## src/rtl/uart_tx_pixel_pkg.sv

```systemverilog
// Shared types and helpers for the RGB-pixel UART transmitter.
// The optional even-parity bit is enabled with the UART_TX_PARITY_EN macro.
package uart_pkg;

  typedef enum logic [2:0] {
    IDLE,
    WAIT_START,
    START,
    DATA,
    PARITY,
    STOP
  } tx_state_t;

  localparam int BYTES_PER_PIXEL = 3;
  localparam int DATA_BITS       = 8;

  // Byte 0 is red (sent first), byte 2 is blue.
  function automatic logic [7:0] pixel_byte(input logic [23:0] pix, input logic [1:0] idx);
    logic [7:0] b;
    case (idx)
      2'd0:    b = pix[23:16];
      2'd1:    b = pix[15:8];
      default: b = pix[7:0];
    endcase
    return b;
  endfunction

endpackage

```

## src/rtl/uart_tx_pixel_if.sv

```systemverilog
// Pixel handshake bundle between the frame-buffer reader and the UART pixel transmitter.
interface uart_tx_pixel_if;

  logic [23:0] pixel_in;
  logic        pixel_valid;
  logic        pixel_ready;

  modport master (
    output pixel_in,
    output pixel_valid,
    input  pixel_ready
  );

  modport slave (
    input  pixel_in,
    input  pixel_valid,
    output pixel_ready
  );

endinterface

```

## src/rtl/uart_tx_pixel_byte.sv

```systemverilog
// Single-byte UART serializer (start, 8 data LSB first, optional parity, stop bits).
// Even parity is inserted when UART_TX_PARITY_EN is defined.
module uart_tx_byte
  import uart_pkg::*;
#(
  parameter int   STOP_BITS  = 1,
  parameter logic IDLE_LEVEL = 1'b1
) (
  input  logic       clock,
  input  logic       reset,
  input  logic       i_baud_tick,
  input  logic [7:0] i_byte,
  input  logic       i_byte_valid,
  output logic       o_byte_ready,
  output logic       o_tx,
  output logic       o_idle,
  output logic       o_done
);

  localparam logic [2:0] LAST_BIT  = 3'(DATA_BITS - 1);
  localparam logic       STOP_LAST = 1'(STOP_BITS - 1);

  tx_state_t  r_state, w_state_next;
  logic [7:0] r_shift, w_shift_next;
  logic [2:0] r_bit_cnt, w_bit_cnt_next;
  logic       r_stop_cnt, w_stop_cnt_next;
  logic       r_tx, w_tx_next;
  logic       r_done, w_done_next;
`ifdef UART_TX_PARITY_EN
  logic       r_parity, w_parity_next;
`endif

  always_ff @(posedge clock or negedge reset) begin
    if (!reset) begin
      r_state    <= IDLE;
      r_shift    <= '0;
      r_bit_cnt  <= '0;
      r_stop_cnt <= 1'b0;
      r_tx       <= IDLE_LEVEL;
      r_done     <= 1'b0;
`ifdef UART_TX_PARITY_EN
      r_parity   <= 1'b0;
`endif
    end else begin
      r_state    <= w_state_next;
      r_shift    <= w_shift_next;
      r_bit_cnt  <= w_bit_cnt_next;
      r_stop_cnt <= w_stop_cnt_next;
      r_tx       <= w_tx_next;
      r_done     <= w_done_next;
`ifdef UART_TX_PARITY_EN
      r_parity   <= w_parity_next;
`endif
    end
  end

  always_comb begin
    w_state_next    = r_state;
    w_shift_next    = r_shift;
    w_bit_cnt_next  = r_bit_cnt;
    w_stop_cnt_next = r_stop_cnt;
    w_tx_next       = r_tx;
    w_done_next     = 1'b0;
    o_byte_ready    = 1'b0;
`ifdef UART_TX_PARITY_EN
    w_parity_next   = r_parity;
`endif
    case (r_state)
      IDLE: begin
        o_byte_ready = 1'b1;
        if (i_byte_valid) begin
          w_shift_next = i_byte;
`ifdef UART_TX_PARITY_EN
          w_parity_next = ^i_byte;
`endif
          w_state_next = WAIT_START;
        end
      end
      WAIT_START: begin
        if (i_baud_tick) begin
          w_tx_next    = 1'b0;
          w_state_next = START;
        end
      end
      START: begin
        if (i_baud_tick) begin
          w_tx_next      = r_shift[0];
          w_bit_cnt_next = '0;
          w_state_next   = DATA;
        end
      end
      DATA: begin
        if (i_baud_tick) begin
          w_shift_next = {1'b0, r_shift[7:1]};
          if (r_bit_cnt != LAST_BIT) begin
            w_tx_next      = r_shift[1];
            w_bit_cnt_next = r_bit_cnt + 3'd1;
          end else begin
`ifdef UART_TX_PARITY_EN
            w_tx_next    = r_parity;
            w_state_next = PARITY;
`else
            w_tx_next       = IDLE_LEVEL;
            w_stop_cnt_next = 1'b0;
            w_state_next    = STOP;
`endif
          end
        end
      end
`ifdef UART_TX_PARITY_EN
      PARITY: begin
        if (i_baud_tick) begin
          w_tx_next       = IDLE_LEVEL;
          w_stop_cnt_next = 1'b0;
          w_state_next    = STOP;
        end
      end
`endif
      STOP: begin
        if (i_baud_tick) begin
          if (r_stop_cnt == STOP_LAST) begin
            // The next byte is taken in the final stop tick so the line has no idle gap.
            o_byte_ready = 1'b1;
            if (i_byte_valid) begin
              w_shift_next = i_byte;
`ifdef UART_TX_PARITY_EN
              w_parity_next = ^i_byte;
`endif
              w_tx_next    = 1'b0;
              w_state_next = START;
            end else begin
              w_done_next  = 1'b1;
              w_state_next = IDLE;
            end
          end else begin
            w_stop_cnt_next = r_stop_cnt + 1'b1;
          end
        end
      end
      default: w_state_next = IDLE;
    endcase
  end

  assign o_tx   = r_tx;
  assign o_idle = (r_state == IDLE);
  assign o_done = r_done;

endmodule

```

## src/rtl/uart_tx_pixel.sv

```systemverilog
// Sends one 24-bit RGB pixel as three UART bytes (R, G, B) back to back.
// Optional even parity per byte: define UART_TX_PARITY_EN.
module uart_tx_pixel
  import uart_pkg::*;
#(
  parameter int   STOP_BITS  = 1,
  parameter logic IDLE_LEVEL = 1'b1
) (
  input  logic           clock,
  input  logic           reset,
  input  logic           baud_tick,
  uart_tx_pixel_if.slave pix_if,
  output logic           tx,
  output logic           busy,
  output logic           pixel_done
);

  logic [23:0] r_hold;
  logic [1:0]  r_idx;
  logic [1:0]  w_idx_next;
  logic        w_idle;
  logic        w_accept;
  logic        w_more;
  logic        w_byte_valid;
  logic        w_byte_ready;
  logic [7:0]  w_byte;

  assign w_accept           = pix_if.pixel_valid && w_idle;
  assign pix_if.pixel_ready = w_idle;
  assign busy               = !w_idle;
  assign w_idx_next         = r_idx + 2'd1;
  assign w_more             = (r_idx < 2'(BYTES_PER_PIXEL - 1));

  // Red goes straight from the input so the first start bit can follow the very next tick.
  assign w_byte_valid = w_idle ? pix_if.pixel_valid : w_more;
  assign w_byte       = w_idle ? pixel_byte(pix_if.pixel_in, 2'd0)
                               : pixel_byte(r_hold, w_idx_next);

  always_ff @(posedge clock or negedge reset) begin
    if (!reset) begin
      r_hold <= '0;
      r_idx  <= '0;
    end else if (w_accept) begin
      r_hold <= pix_if.pixel_in;
      r_idx  <= '0;
    end else if (!w_idle && w_byte_ready && w_byte_valid) begin
      r_idx  <= w_idx_next;
    end
  end

  uart_tx_byte #(
    .STOP_BITS  (STOP_BITS),
    .IDLE_LEVEL (IDLE_LEVEL)
  ) u_byte (
    .clock        (clock),
    .reset        (reset),
    .i_baud_tick  (baud_tick),
    .i_byte       (w_byte),
    .i_byte_valid (w_byte_valid),
    .o_byte_ready (w_byte_ready),
    .o_tx         (tx),
    .o_idle       (w_idle),
    .o_done       (pixel_done)
  );

endmodule

```

## src/flat_wrapper.sv

```systemverilog
// flat-port wrapper written by rule: the top's interface ports become plain ports
module uart_tx_pixel_flat import uart_pkg::*;
#(
  parameter int   STOP_BITS  = 1,
  parameter logic IDLE_LEVEL = 1'b1
)
  (clock, reset, baud_tick, tx, busy, pixel_done, pix_if_pixel_in, pix_if_pixel_valid, pix_if_pixel_ready);
  uart_tx_pixel_if pix_if_i ();
  input  logic clock;
  input  logic reset;
  input  logic baud_tick;
  output logic tx;
  output logic busy;
  output logic pixel_done;
  input wire logic [$bits(pix_if_i.pixel_in)-1:0] pix_if_pixel_in;
  input wire logic [$bits(pix_if_i.pixel_valid)-1:0] pix_if_pixel_valid;
  output wire logic [$bits(pix_if_i.pixel_ready)-1:0] pix_if_pixel_ready;
  assign pix_if_i.pixel_in = pix_if_pixel_in;
  assign pix_if_i.pixel_valid = pix_if_pixel_valid;
  assign pix_if_pixel_ready = pix_if_i.pixel_ready;
  uart_tx_pixel #(.STOP_BITS(STOP_BITS), .IDLE_LEVEL(IDLE_LEVEL)) u_core (.clock(clock), .reset(reset), .baud_tick(baud_tick), .pix_if(pix_if_i), .tx(tx), .busy(busy), .pixel_done(pixel_done));
endmodule
```

## config.mk

```make
export PLATFORM = sky130hd
export DESIGN_NAME = uart_tx_pixel_flat
export DESIGN_NICKNAME = d
export VERILOG_FILES = /design/src/rtl/uart_tx_pixel_pkg.sv /design/src/rtl/uart_tx_pixel_if.sv /design/src/rtl/uart_tx_pixel_byte.sv /design/src/rtl/uart_tx_pixel.sv /design/src/flat_wrapper.sv
export SDC_FILE = /design/constraint.sdc
export NUM_CORES = 1
export LEC_CHECK = 0
export BUFFER_PORTS_ARGS = -buffer_cell sky130_fd_sc_hd__clkbuf_2
export CELL_PAD_IN_SITES_DETAIL_PLACEMENT = 1
export CELL_PAD_IN_SITES_GLOBAL_PLACEMENT = 2
export CORE_ASPECT_RATIO = 1.2
export CORE_MARGIN = 1
export CORE_UTILIZATION = 35
export DETAILED_ROUTE_END_ITERATION = 6
export PLACE_DENSITY = 0.74
export SLEW_MARGIN = 30
export SYNTH_ARGS = -nofsm -noshare
export SYNTH_HDL_FRONTEND = slang
export SYNTH_HIERARCHICAL = 1
export SYNTH_SLANG_ARGS = --single-unit
```

## constraint.sdc

```tcl
create_clock -name clock -period 3.1 [get_ports clock]
set_input_delay 0.31 -clock clock [delete_from_list [all_inputs] [get_ports clock]]
set_output_delay 0.31 -clock clock [all_outputs]
set_load 0.02 [all_outputs]
```

==> results of run 1 <==
-- sequential cells by signal (all words and copies together), names as in the netlist --
| name | count |
|---|---|
| u_core/r_hold | 24 |
| u_core/r_idx | 2 |
| u_core/u_byte/o_done | 1 |
| u_core/u_byte/o_tx | 1 |
| u_core/u_byte/r_bit_cnt | 3 |
| u_core/u_byte/r_shift | 8 |
| u_core/u_byte/r_state | 3 |
-- worst min-delay path by stage --
stage / start / endpoint / slack, ns / cells past startpoint
floorplan: reset / u_core/r_hold[0]$_DFFE_PN0P_ / 0.01 / 0
global placement: reset / u_core/r_hold[17]$_DFFE_PN0P_ / 0.47 / 1
detailed placement: reset / u_core/r_hold[8]$_DFFE_PN0P_ / 0.48 / 1
CTS: reset / u_core/r_hold[6]$_DFFE_PN0P_ / 0.14 / 1
global route: reset / u_core/r_hold[22]$_DFFE_PN0P_ / 0.13 / 1
finish: reset / u_core/r_hold[8]$_DFFE_PN0P_ / 0.09 / 1
-- worst max-delay path, delay by kind of cell (launching register included) --
family                     cells  cell delay (ns)
muxes                          2             0.54
adders and majority gates      1             0.49
DFF                            1             0.42
AOI/OAI and AO/OA              3             0.53
buffers and inverters          1             0.06
-- routing by layer --
metal  track usage [%]  vias to the layer above
li1                  -                      716
met1             20.64                      748
met2             27.11                       29
met3             3.683                        6
met4             4.631                        0
met5                 0                        -
-- layout make-up --
cell class | instances | area share (%)
multi-input combinational | 122 | 42.84
sequential | 42 | 41.37
timing repair buffer | 33 | 6.690
tap | 82 | 4.033
clock buffer | 6 | 3.246
inverter | 8 | 1.181
clock inverter | 2 | 0.6394
-- cells in the final DEF, fill, tap and decap left out, types with 2 or more instances in the layout --
master	n
nor2_1	5
dfrtp_1	41
nand2_1	13
o21ai_0	6
clkbuf_8	6
nand2_4	2
inv_1	8
mux2_2	19
ha_1	4
a21oi_1	7
mux2i_1	2
a221oi_1	8
buf_4	2
clkbuf_2	30
nor2b_1	9
a22o_1	4
mux2_4	18
nor3b_1	2
o31ai_1	7
-- power groups by stage --
| stage | logic [uW] | clock network (uW) | registers (uW) |
|---|---|---|---|
| 2_1_floorplan | 814 | 0 | 903 |
| 3_3_place_gp | 922 | 0 | 977 |
| 3_5_place_dp | 950 | 0 | 987 |
| 5_1_grt | 1050 | 427 | 1010 |
| 4_1_cts | 953 | 406 | 979 |
| 6_report | 938 | 384 | 974 |
-- metrics by stage --
| step | cells | area, sq um | worst slack (ns) | util (%) | total power [uW] |
|---|---|---|---|---|---|
| 2_1_floorplan | 183 | 2242 | 0.2709 | - | 1717 |
| 3_3_place_gp | 287 | 2445 | 0.9373 | 39.89 | 1899 |
| 3_5_place_dp | 287 | 2445 | 0.9514 | 39.89 | 1937 |
| 4_1_cts | 295 | 2544 | 0.9309 | 41.51 | 2337 |
| 5_1_grt | 295 | 2544 | 0.8071 | 41.51 | 2483 |
| 6_report | 295 | 2544 | 0.9544 | 41.51 | 2296 |
-- cells by family after synthesis --
group	count (synthesis)	share of synthesized area (%)
DFF	42	46.93
AOI/OAI and AO/OA	40	13.73
muxes	39	22.49
and+or+nand+nor	38	9.543
buffers and inverters	19	4.687
adders and majority gates	4	2.232
xor gates and xnor gates	1	0.3907
==> run metrics, run 1 <==
outcome=complete, no violations; CTS sink cnt=42; FF-to-FF setup slack=between 0.9 and 1 ns; core area=a little over 6000 sq um; Antenna Diode Count=0; total CTS buffers=5; vias in the first global route=1596; CTS Hold Bufs=0; Layout fillers=roughly 690; # IOs=32; Die Height=~90 um; Pint=approximately 1500 uW; Crit Reg-Reg Endpoint=u_core/u_byte/r_shift[6]$_DFFE_PN0P_; cell taking the most area after synthesis=dfrtp_1; worst-margin pin slew=0.7776 ns; later-pin clock latency in the skew report=about 0.3 ns; Most common cell on crit path=mux2_2; Post-Route WL=roughly 4600 um; Power Dens Cells=approximately 900 nW/um^2; Flop pwr share=42.4%; Post-Synthesis Cells=roughly 180; Initial Utilization=~37%; crit path to=u_core/u_byte/r_shift[6]$_DFFE_PN0P_; DRT Pass-1 Iters=4; Yosys warning count=6; Hold Slack=0.08582 ns; clk slew on worst S/H paths=0.09 ns; Final Max Tran Viols=0; delay of the slowest critical-path stage=0.49 ns; worst vdd ir=around 0.33 mV; Critical Path Fanout Max=17; vias=approximately 1500; Avg Vias per Cell=about 5; Slew headroom=48.16%; largest net degree at the start of global routing=35; fin crit share=about 69%; final hold violation count=0; Yosys cell types=36; Root Buffer=clkbuf_8; WL met1=about 2100 um; DR top layer=met4; Clock Path Buffers=2; antenna violations before repair=0; Max Clock Freq=between 400 and 500 MHz; most frequent cells after synthesis=dfrtp_1 (41), mux2_2 (19), mux2_4 (18); WP data required=~3.3 ns; switching fraction of total power=between 30% and 40%; largest cells by area after synthesis=dfrtp_1 (46%), mux2_4 (12%), mux2_2 (9.5%); post-CTS setup buffer count=0; gr ovfl total=0; Crit-path slowest cell=ha_1; Worst setup EP type=register; register bit total from synthesis=42; setup TNS=0 ns; Mapped Area=approximately 2200 sq um; critical path arrival=around 2.3 ns; Net Sw Power=771.9 uW; gp weighted congestion=about 0.7; met3 routed WL=149 um; Global Route Usage Sum=between 10% and 20%; Antenna Violating Nets Remaining=0; top_reg_cell synth=dfrtp_1; critical path startpoint=u_core/r_idx[0]$_DFFE_PN0P_; RSZ-0062 raised after global routing=no; P_leak=roughly 0.0012 uW; most frequent cell after synthesis=dfrtp_1; Critical Path, Cell by Cell=inv_1, ha_1, a211o_1, a21oi_1, a221oi_1, mux2_2, mux2_2; H-tree depth=2; area taken by multi-input logic gates=roughly 1100 sq um; CP Launch Type=register; DR WL/cell=15.67 um; sequential share of the synthesized area=between 40% and 50%; CTS tree=done; DIE WIDTH=about 75 um; post-synth net total=about 220; Clock Power Share=16.7%; layout net count=roughly 240; PostCTS Resize Cnt=0; worst min path class=input pin to async pin; min cycle time layout=~2.1 ns; I/O Buffers=31; worst clock skew=between 0.008 and 0.009 ns; post-synth top area share=between 40% and 50%; R2R depth=7; HPWL after DPL=3331 um; layout cell share with drive strength beyond 1=around two fifths; DIE AREA=around 6700 sq um; row count=31; initial drt markers=45; Reg area=~1100 sq um; fraction of registers with async set or reset after synthesis=100.0%; Post-synth EDFFs=0; area delta synth->final=13.45%; Syn Area/Cell=12.25 sq um; first-pass GRT wire length=approximately 8000 um; metal2 WL=roughly 2400 um; Final setup violation count=0; WS Path Type=register to register; DRC viols=0; power share of the combinational group=about two fifths; MaxCap Viol Count=0; worst r2r src=u_core/r_idx[0]$_DFFE_PN0P_
(Power assumes the default switching activity.)
==> run 2: changes to the inputs <==
- ABC_AREA: default -> 1
- CORE_UTILIZATION: 35 -> 33
- PLACE_DENSITY: 0.74 -> 0.8
- clock period: 3.1 -> 2.1 ns (I/O delays scaled with it)
==> run 2 against run 1 <==
Net effect:
- clock-buffer cell count increased by 1
- clock power grew 45%
- register-to-register slack got worse by 0.61 ns
- area after synthesis is 8.3% higher
- design area grew 6.6%
- clock skew is 0.0048 ns lower
- flip-flop and latch count unchanged
- highest routed layer unchanged
==> run metrics, run 2 <==
outcome=complete, no violations; Reg with most FFs=u_core/r_hold; Initial Utilization=34.80%; Antenna Diode Count=0; Max Clock Freq=~520 MHz; row count=33; Post-synth EDFFs=0; post-route cell area=around 2700 sq um; DIE WIDTH=80.31 um; Yosys warning count=6; Final setup violation count=0; HPWL after DPL=roughly 4600 um; CP Launch Type=register; Final Max Tran Viols=0; Avg Vias per Cell=4.861; initial drt markers=60; DIE AREA=7708 sq um; Crit Reg-Reg Endpoint=u_core/u_byte/r_state[1]$_DFFE_PN0P_; Post-Route WL=approximately 6200 um; sequential share of the synthesized area=between 40 and 50%; worst clock skew=just over 0.004 ns; DR WL/cell=about 14 um; P_leak=about 0.0015 uW; Design Power=4413 uW; commonest non-fill, non-tap cells in the layout=nand2_1 (132), dfrtp_1 (41), nand3_1 (38), clkbuf_2 (31), inv_1 (24); WS Path Type=register to output port; MaxCap Viol Count=0; power share of the combinational group=55.9%; Synth Area in Compound Gates=7.573%; # IOs=32; post-synth top area share=42.25%; Syn Area/Cell=~7.6 sq um; fin crit share=90.84%; Global Route Usage Sum=a little under a fifth; setup TNS=0 ns; min cycle time layout=1.908 ns; vias=roughly 2100; Yosys cell types=26; Hold Slack=roughly 0.14 ns; total CTS buffers=5; switching fraction of total power=a little under half; first-pass GRT wire length=10670 um; worst min path class=input pin to register; DRT Pass-1 Iters=6; FF-to-FF setup slack=0.34 ns; Mapped Area=2429 sq um; worst-margin pin slew=0.4781 ns; Critical Path Fanout Max=34; top_reg_cell synth=dfrtp_1; Clock Path Buffers=2; Power Dens Cells=about 1600 nW/um^2; most frequent cell after synthesis=nand2_1; Antenna Violating Nets Remaining=0; area delta synth->final=11.69%; Worst setup EP type=output port; Root Buffer=clkbuf_8; simple-gate share of the synthesized area=37.20%; critical path arrival=about 1.7 ns; register bit total from synthesis=42; mux share of post-synthesis cell area=0%; Flop pwr share=about a third; fraction of registers with async set or reset after synthesis=between 90% and 100%; critical path startpoint=u_core/u_byte/r_state[1]$_DFFE_PN0P_; placed cell area=roughly 2600 sq um; I/O Buffers=31; biggest regs=u_core/r_hold x24, u_core/u_byte/r_shift x8; vias in the first global route=~2200; crit path to=busy; DRC viols=0; largest net degree at the start of global routing=35; WP data required=1.89 ns; Finished Core Util=between 30 and 40%; main combinational cell family by area after synthesis=simple AND/OR/NAND/NOR gates; largest cells by area after synthesis=dfrtp_1 (42%), nand2_1 (20%), nand3_1 (7.8%); Post-Synthesis Cells=319; H-tree depth=2; Post-Synth Adder-Cell Area=around 2.1%; layout cell share with drive strength beyond 1=roughly a fifth; gr ovfl total=0; Slew headroom=~70%; worst r2r src=u_core/u_byte/r_state[2]$_DFFE_PN0P_; CTS sink cnt=42; RSZ-0062 raised after global routing=no; Net Sw Power=roughly 2100 uW; Pint=about 2300 uW; most frequent cells after synthesis=nand2_1 (132), dfrtp_1 (41), nand3_1 (38); xor and xnor area share after synthesis=0%; clk slew on worst S/H paths=roughly 0.08 ns; later-pin clock latency in the skew report=about 0.29 ns; antenna violations before repair=0; post-synth net total=about 350; Die Height=95.98 um; CTS tree=done; gp weighted congestion=0.8652; core area=about 7000 sq um; hold path cells=3; worst vdd ir=0.6079 mV; final hold violation count=0; Clock Power Share=between 10% and 20%; R2R depth=9; commonest non-fill, non-tap cell in the layout=nand2_1; cell taking the most area after synthesis=dfrtp_1; max FFs per register=24; layout net count=~380
## run 2: cells by family (layout without fill, tap and decap cells)
| group | after synthesis | after routing |
|---|---|---|
| adder cells (fa/ha/maj) | 4 | 4 |
| AND/OR/NAND/NOR | 201 | 201 |
| buffers and inverters | 42 | 74 |
| flip-flops | 42 | 42 |
| AO/OA/AOI/OAI | 30 | 30 |
## run 2: area by class of cell
cell class / instances / area, sq um
flip-flops and latches: 42 / 1052
fillers: 902 / 4265
well taps: 87 / 108.9
inverters: 27 / 101.3
clock inverters: 1 / 5.005
repair buffers: 39 / 221.5
multi-input cells: 235 / 1137
clock buffers: 7 / 86.33
## run 2: metal layers
layer  GRT usage, %  share of wire (%)  routed length, um  vias up
met5              0                  0                  0        -
met4          6.101                2.1                131        0
met3          3.318                2.4                151        9
met2          33.05                 50               3089       33
met1          22.33                 45               2812     1024
li1               -                  -                  -     1063
## run 2: through the flow
stage / worst slack [ns] / std cells
finish: 0.1924 / 438
CTS: 0.04159 / 438
floorplan: 0.04933 / 319
detailed placement: 0.2496 / 429
global route: 0.02842 / 438
global placement: 0.2967 / 429
## run 2: power groups by stage
| stage | Clock (uW) | Sequential, uW | Combinational (uW) |
|---|---|---|---|
| after global placement | 0 | 1390 | 2460 |
| final | 555 | 1390 | 2470 |
| after floorplan | 0 | 1370 | 1980 |
| after CTS | 572 | 1390 | 2510 |
| after detailed placement | 0 | 1400 | 2510 |
| after global routing | 607 | 1440 | 2850 |
## run 2: worst min-delay path by stage
stage / startpoint / end / slack (ns)
4_1_cts: pix_if_pixel_in[15] / u_core/r_hold[15]$_DFFE_PN0P_ / 0.13
6_report: pix_if_pixel_in[10] / u_core/r_hold[10]$_DFFE_PN0P_ / 0.14
3_3_place_gp: reset / u_core/u_byte/o_done$_DFF_PN0_ / 0.19
3_5_place_dp: reset / u_core/u_byte/o_done$_DFF_PN0_ / 0.20
2_1_floorplan: reset / u_core/r_hold[0]$_DFFE_PN0P_ / -0.09
5_1_grt: pix_if_pixel_in[10] / u_core/r_hold[10]$_DFFE_PN0P_ / 0.14
## run 2: worst max-delay path, stage by stage (launching register included)
cell	delay, ns
dfrtp_1	0.38
nor2_1	0.20
nand2_2	0.13
inv_2	0.15
buf_6	0.26
inv_1	0.10
clkbuf_2	0.16
## run 2: what timing repair did
item,CTS,global route
setup endpoints to repair,0,1
gates resized for setup,0,1
buffers inserted,0,0
hold buffers,1,0
hold endpoints to repair,14,0
